==> src/rtl/uart_pkg.sv <==
// -----------------------------------------------------------------------------
// uart_pkg
//
// Definitions shared by uart_transmitter and uart_receiver so that both ends
// agree on framing:
//   - FSM state encoding (3-bit localparams kept for compatibility with the
//     older receiver code that compares against raw values),
//   - parity-mode codes used by the PARITY parameter,
//   - the oversampling ratio of the shared baud generator,
//   - a helper that sizes the tick counter so it can reach both the bit
//     length and the (possibly longer) stop phase.
// -----------------------------------------------------------------------------
package uart_pkg;

    // FSM state encoding
    localparam logic [2:0] IDLE   = 3'd0;
    localparam logic [2:0] START  = 3'd1;
    localparam logic [2:0] DATA   = 3'd2;
    localparam logic [2:0] PARITY = 3'd3;
    localparam logic [2:0] STOP   = 3'd4;

    // Parity modes
    localparam int PAR_NONE = 0;
    localparam int PAR_EVEN = 1;
    localparam int PAR_ODD  = 2;

    // sample_tick pulses per bit period
    localparam int OVERSAMPLE = 16;

    // The tick counter must hold OVERSAMPLE-1 (needs 4 bits) and also
    // SB_TICK-1 for 1.5 / 2 stop bits (needs $clog2(SB_TICK) bits).
    function automatic int tick_width(input int sb_tick);
        int w;
        w = $clog2(sb_tick);
        return (w > 4) ? w : 4;
    endfunction

endpackage

==> src/rtl/uart_transmitter.sv <==
// -----------------------------------------------------------------------------
// uart_transmitter
//
// Serialises one parallel word per request onto the UART tx line:
//   start bit (0), DBITS data bits LSB first, optional parity bit,
//   SB_TICK/16 stop bits (1).
// Every bit period is timed by counting the shared 16x oversampling strobe
// sample_tick; the counters never move without it.
//
// Parameters
//   DBITS    data bits per word (5..9)
//   SB_TICK  sample ticks in the stop phase (16 / 24 / 32)
//   PARITY   PAR_NONE, PAR_EVEN or PAR_ODD (see uart_pkg)
//
// Ports
//   clk_100MHz   in   system clock
//   reset        in   asynchronous, active-high reset
//   sample_tick  in   one-cycle 16x oversampling strobe
//   tx_start     in   send request, accepted only while tx_busy is low
//   data_in      in   word to send, sampled on the accept cycle only
//   tx_busy      out  high from the cycle after accept until the frame ends
//   tx_done      out  one-cycle pulse on the final stop-phase tick
//   tx           out  registered serial line, idle high
// -----------------------------------------------------------------------------
module uart_transmitter #(
    parameter int DBITS   = 8,
    parameter int SB_TICK = 16,
    parameter int PARITY  = 0
) (
    input  logic             clk_100MHz,
    input  logic             reset,
    input  logic             sample_tick,
    input  logic             tx_start,
    input  logic [DBITS-1:0] data_in,
    output logic             tx_busy,
    output logic             tx_done,
    output logic             tx
);

    import uart_pkg::*;

    // The module parameter PARITY shares its name with the state constant,
    // so the state is always referenced through the package scope.
    localparam logic [2:0] ST_PARITY = uart_pkg::PARITY;

    localparam int TICK_W  = tick_width(SB_TICK);
    localparam int NBITS_W = (DBITS > 1) ? $clog2(DBITS) : 1;

    localparam logic [TICK_W-1:0]  BIT_LAST   = TICK_W'(OVERSAMPLE - 1);
    localparam logic [TICK_W-1:0]  STOP_LAST  = TICK_W'(SB_TICK - 1);
    localparam logic [NBITS_W-1:0] NBITS_LAST = NBITS_W'(DBITS - 1);

    localparam bit HAS_PARITY = (PARITY != PAR_NONE);
    localparam bit ODD_PARITY = (PARITY == PAR_ODD);

    // -------------------------------------------------------------------------
    // State
    // -------------------------------------------------------------------------
    logic [2:0]         state_q,  state_d;
    logic [TICK_W-1:0]  tick_q,   tick_d;
    logic [NBITS_W-1:0] nbits_q,  nbits_d;
    logic [DBITS-1:0]   shift_q,  shift_d;
    logic               par_q,    par_d;
    logic               tx_q,     tx_d;

    // -------------------------------------------------------------------------
    // Next-state logic
    // tx_d is derived from the current state, so the line follows the FSM by
    // exactly one clock: the start bit appears on the edge after the accept
    // edge and the last stop tick is still driven high.
    // -------------------------------------------------------------------------
    always_comb begin
        state_d = state_q;
        tick_d  = tick_q;
        nbits_d = nbits_q;
        shift_d = shift_q;
        par_d   = par_q;
        tx_d    = tx_q;

        case (state_q)
            IDLE: begin
                tx_d = 1'b1;
                // sample_tick is deliberately ignored here; the frame starts
                // on the accept itself, not on a tick boundary.
                if (tx_start) begin
                    shift_d = data_in;
                    par_d   = ODD_PARITY ? ~(^data_in) : ^data_in;
                    tick_d  = '0;
                    state_d = START;
                end
            end

            START: begin
                tx_d = 1'b0;
                if (sample_tick) begin
                    if (tick_q == BIT_LAST) begin
                        tick_d  = '0;
                        nbits_d = '0;
                        state_d = DATA;
                    end else begin
                        tick_d = tick_q + 1'b1;
                    end
                end
            end

            DATA: begin
                tx_d = shift_q[0];
                if (sample_tick) begin
                    if (tick_q == BIT_LAST) begin
                        tick_d  = '0;
                        shift_d = shift_q >> 1;
                        if (nbits_q == NBITS_LAST) begin
                            state_d = HAS_PARITY ? ST_PARITY : STOP;
                        end else begin
                            nbits_d = nbits_q + 1'b1;
                        end
                    end else begin
                        tick_d = tick_q + 1'b1;
                    end
                end
            end

            ST_PARITY: begin
                tx_d = par_q;
                if (sample_tick) begin
                    if (tick_q == BIT_LAST) begin
                        tick_d  = '0;
                        state_d = STOP;
                    end else begin
                        tick_d = tick_q + 1'b1;
                    end
                end
            end

            STOP: begin
                tx_d = 1'b1;
                // A tx_start arriving on the final tick is not seen: the FSM
                // only samples requests in IDLE, one clock later.
                if (sample_tick) begin
                    if (tick_q == STOP_LAST) begin
                        tick_d  = '0;
                        state_d = IDLE;
                    end else begin
                        tick_d = tick_q + 1'b1;
                    end
                end
            end

            default: begin
                // Unreachable encodings recover to an idle line.
                tx_d    = 1'b1;
                tick_d  = '0;
                state_d = IDLE;
            end
        endcase
    end

    // -------------------------------------------------------------------------
    // Registers. Reset abandons any frame in flight and forces the line high.
    // -------------------------------------------------------------------------
    always_ff @(posedge clk_100MHz or posedge reset) begin
        if (reset) begin
            state_q <= IDLE;
            tick_q  <= '0;
            nbits_q <= '0;
            shift_q <= '0;
            par_q   <= 1'b0;
            tx_q    <= 1'b1;
        end else begin
            state_q <= state_d;
            tick_q  <= tick_d;
            nbits_q <= nbits_d;
            shift_q <= shift_d;
            par_q   <= par_d;
            tx_q    <= tx_d;
        end
    end

    // -------------------------------------------------------------------------
    // Outputs
    // tx_done is combinational so that it coincides with the final stop tick
    // rather than trailing it by a clock.
    // -------------------------------------------------------------------------
    assign tx      = tx_q;
    assign tx_busy = (state_q != IDLE);
    assign tx_done = (state_q == STOP) && sample_tick && (tick_q == STOP_LAST);

endmodule

==> config.mk <==
export PLATFORM = sky130hd
export DESIGN_NAME = uart_transmitter
export DESIGN_NICKNAME = d
export VERILOG_FILES = /design/src/rtl/uart_pkg.sv /design/src/rtl/uart_transmitter.sv
export SDC_FILE = /design/constraint.sdc
export NUM_CORES = 1
export LEC_CHECK = 0
export CORE_ASPECT_RATIO = 0.9
export CORE_MARGIN = 2
export CORE_UTILIZATION = 40
export CTS_BUF_LIST = sky130_fd_sc_hd__clkbuf_4 sky130_fd_sc_hd__clkbuf_8 sky130_fd_sc_hd__clkbuf_16
export CTS_CLUSTER_DIAMETER = 40
export DETAILED_ROUTE_END_ITERATION = 16
export GPL_TIMING_DRIVEN = 0
export PLACE_DENSITY_LB_ADDON = 0.08
export SLEW_MARGIN = 5
export SYNTH_ARGS = -nofsm -noshare
export SYNTH_HDL_FRONTEND = slang
export SYNTH_SLANG_ARGS = --single-unit
export TNS_END_PERCENT = 20
==> constraint.sdc <==
create_clock -name clk_100MHz -period 2.3 [get_ports clk_100MHz]
set_clock_uncertainty 0.15 [all_clocks]
set_input_delay 0.46 -clock clk_100MHz [delete_from_list [all_inputs] [get_ports clk_100MHz]]
set_output_delay 0.46 -clock clk_100MHz [all_outputs]
set_load 0.05 [all_outputs]
Word-level counts from Yosys, hierarchy flattened --
Cells that the tools add are included.
Storage, ports and cells: input port bits 12, word-level logic and storage cells 63, register bits after elaboration 20, output and inout bits 3
Cells by class: muxes and demuxes 24, equal/unequal tests 18, reduce and logical (&&, ||, !) cells 13, add/subtract/negate cells 2
Operator list (count):
- 3-bit 2-to-1 mux | 13
- 8-bit 2-to-1 mux | 3
- 2-bit != test (second input constant) | 11
- 8-bit one-hot mux with 2 select lines | 1
- 3-bit one-hot mux with 5 select lines | 1
- 4-bit 2-to-1 mux | 3
- 10-bit AND reduction | 1
- 4-bit one-hot mux with 2 select lines | 1
- 8-bit parity | 1
- 3-bit by 2-bit == test with 1-bit output (second input constant) | 2
- 3-bit == test (second input constant) | 2
- 3-bit one-hot mux with 2 select lines | 1
- 6-bit AND reduction | 1
- 4-bit by 1-bit adder with 4-bit output (second input constant) | 1
- 4-bit == test (second input constant) | 1
- 2-bit AND reduction | 2
- 4-bit AND reduction | 1
- 2-bit nonzero test | 2
- 4-bit OR reduction | 1
- 3-bit by 1-bit adder with 3-bit output (second input constant) | 1
- 3-bit by 1-bit == test with 1-bit output (second input constant) | 1
- 3-bit logical NOT | 1
- 1-bit one-hot mux with 3 select lines | 1
- 3-bit nonzero test | 1
- 2 further kinds | 3

Logic depth before layout (Yosys ltp) --
depth after elaboration 5, depth in mapped cells 7

Least setup slack after synthesis --
Ideal clock, no wire load.
path kind register to output, from register tick_q[0], to output port tx_done, buffers on the path 1, slack -0.882 ns, arrival time 2.572 ns, required time 1.690 ns, cell stages (with the launch flop) 6, cells stage by stage dfrtp_1 -> ha_1 -> and3_1 -> buf_2 -> nand2_1 -> nor4b_1
Between the ends: longest elaborated chain between the ends 2
RTL lines:
- from (decl) | line uart_transmitter.sv:60 | logic [TICK_W-1:0] tick_q, tick_d;
- from (signal assigned) | line uart_transmitter.sv:171 | tick_q <= tick_d;
- 4-bit == test | line uart_transmitter.sv:186 | assign tx_done = (state_q == STOP) && sample_tick && (tick_q == STOP_LAST);
- 1-bit logical AND | line uart_transmitter.sv:186
- to (decl) | line uart_transmitter.sv:36 | output logic tx_done,
Every way passes these cells.

Worst setup path after layout --
Ends and elaborated chain as after synthesis.

==> results.json <==
{
  "status": "finished with violations",
  "violations": "setup timing",
  "area_delta_synth_final_pct": 26.5,
  "max_freq_mhz": 426,
  "clock-sinks": 20,
  "drive_gt1_frac": 0.213,
  "yosys.area_share.simple": 0.155,
  "yosys-top-cells-count": "dfrtp_1, nand2_1, mux2i_1, o21ai_0",
  "reg2reg_setup_slack_ns": 0.26,
  "drt-initial-drc-count": 29,
  "dr.pass1.iters": 4,
  "p_leak_nw": 0.694,
  "cts_root_buf": "clkbuf_4",
  "timing.hold.ws_ns": 0.352,
  "cap_viol_max_count": 0,
  "yosys.area.top_type": "dfrtp_1",
  "synth_top_family_by_area": "simple AND/OR/NAND/NOR gates",
  "holdBufCountCts": 0,
  "wl_per_cell_um": 12.9,
  "setup_slack_ns": -0.0452,
  "antenna_found_initial": 0,
  "drtAntennaViolNets": 0,
  "r2r_cells": 6,
  "synth.area.mux_share": 0.130,
  "p_per_area_nw_per_um2": 897,
  "ctsLongestPathBuffers": 2,
  "synth-xor-area-share": 0.0526,
  "via_per_inst": 4.93,
  "synth_seq_cells": 20,
  "htree_levels": 1,
  "final.setup.tns_ns": -0.0452,
  "synth_area_um2": 1170,
  "rows": 18,
  "hold_path_depth": 2,
  "synth_top_cell_area_share": 0.408,
  "rsz0062_at_grt": "yes",
  "reg2reg_from": "nbits_q[0]",
  "tightest_slew_ns": 0.772,
  "crit_path_max_fanout": 6,
  "synth-compound-area-share": 0.139,
  "dpl.hpwl_um": 1630,
  "final-hold-violation-count": 0,
  "fin_area_um2": 1480,
  "drc": 0,
  "clock_latency_ns": 0.30,
  "start_kind": "register",
  "place_ws_ns": -0.583,
  "relSlewSlack": 0.485,
  "drv_slew": 0,
  "cts_tree": "built",
  "setup_viol": 1,
  "fin_nets": 157,
  "final_util": 0.533,
  "fillCellCount": 276,
  "yosysMostFrequentCell": "dfrtp_1",
  "grt_max_degree": 21,
  "place.gp.congestion": 0.746,
  "grt_pass1_vias": 788,
  "ir_worst_vdd_mv": 0.433,
  "die_area_um2": 3360,
  "min_from": "shift_q[2]",
  "hp-class": "reg -> reg",
  "ioPinCount": 15,
  "syn-num-nets": 131,
  "end_kind": "output port",
  "synth.yosys.seq_area_share": 0.430,
  "yosys_warnings": 0,
  "postSynthAreaPerCell_um2": 10.1,
  "core_region_area_um2": 2770,
  "grt_overflow": 0,
  "synthCells": 116,
  "synth_fa_ha_area_frac": 0.0322,
  "cts_made_buffers": 3,
  "start_util": 0.421,
  "crit_type": "reg -> out",
  "placed_area_um2": 1370,
  "synth_enable_flop_cells": 0,
  "async_reset_ff_frac": 1.00,
  "dr_total_vias": 893,
  "die_x_um": 60.9,
  "totalWireLength_um": 2330,
  "synth.distinct_cells": 36,
  "die_h_um": 55.2,
  "crit_arrival_ns": 1.74,
  "io_buffers": 14,
  "track_usage": 0.144,
  "worst_r2r_endpoint": "nbits_q[0]",
  "synth_ff_type": "dfrtp_1",
  "antennaDiodeCount": 0,
  "clkSlewWorstSetupHoldPaths_ns": 0.11,
  "fin_crit_sh": 1.02,
  "holdPathEnd": "shift_q[2]",
  "synthTopCellsByArea": "dfrtp_1, mux2i_1, xnor2_1, nand2_1, o21ai_0",
  "grt_pass1_wl_um": 3710,
  "crit_required_ns": 1.69,
  "final.min_clock_period_ns": 2.35
}
how the worst max path moves through the flow:
stage / start / endpoint / slack (ns)
2_1_floorplan: tick_q[0] / tx_done / 0.1
3_3_place_gp: sample_tick / tx_done / -0.59
3_5_place_dp: sample_tick / tx_done / -0.58
4_1_cts: tick_q[0] / tx_done / -0.06
5_1_grt: tick_q[0] / tx_done / -0.13
6_report: tick_q[0] / tx_done / -0.05
area by class of cell:
cell class              instances  area (um^2)  share of cell area
plain buffers                   6         51.3              0.0348
clock buffers                   4         30.0              0.0204
inverters                       7         26.3              0.0178
well taps                      40         50.0              0.0339
repair buffers                 21          193               0.131
flip-flops and latches         20          502               0.340
multi-input cells              83          623               0.422
critical path, cell delays in order, from the launching register on:
cell,delay [ns]
dfrtp_1,0.39
ha_2,0.19
and3_4,0.18
buf_6,0.12
nand2_4,0.07
nor4b_4,0.29
buf_6,0.20
timing repair:
item | 4_1_cts | 5_1_grt
setup buffers | 0 | 7
endpoints found under the setup margin | 2 | 1
endpoints found under the hold margin | 0 | 0
resized for setup | 12 | 2
pin swaps | 1 | 2
per-stage QoR:
step / std cells / total power, mW
after floorplan: 116 / 0.978
after global placement: 170 / 1.10
after detailed placement: 170 / 1.12
after CTS: 174 / 1.31
after global routing: 181 / 1.43
final: 181 / 1.32
registers in the layout, summed over array words and instances (netlist names):
register,cells
shift_q,8
tick_q,4
nbits_q,3
state_q,3
par_q,1
tx,1
per-layer routing:
| metal | wire [um] | track usage | up-vias |
|---|---|---|---|
| met5 | 0 | 0 | - |
| met1 | 1190 | 0.219 | 421 |
| met2 | 1070 | 0.204 | 13 |
| li1 | - | - | 457 |
| met4 | 12 | 0.0280 | 0 |
| met3 | 63 | 0.0422 | 2 |
cells in the final DEF, fill, tap and decap left out, types with 3 or more instances in the layout:
cell type	instances
nand2_1	13
clkbuf_4	4
o21ai_1	3
clkdlybuf4s50_1	12
buf_6	4
a21oi_1	4
mux2i_1	11
o21ai_0	8
nor2_1	6
a21o_1	3
inv_1	7
dfrtp_1	19
xnor2_1	7
buf_4	8
report_power, final:
group / internal (mW) / switching (mW) / total, mW
Combinational: 0.258 / 0.320 / 0.579
Clock: 0.0794 / 0.107 / 0.187
Sequential: 0.478 / 0.0807 / 0.559
cell families after synthesis:
family / after synthesis
simple gates: 34
fa+ha+maj: 3
flops: 20
xor+xnor: 7
compound gates: 25
mux: 14
buf+inv: 13
(Power assumes the default switching activity.)
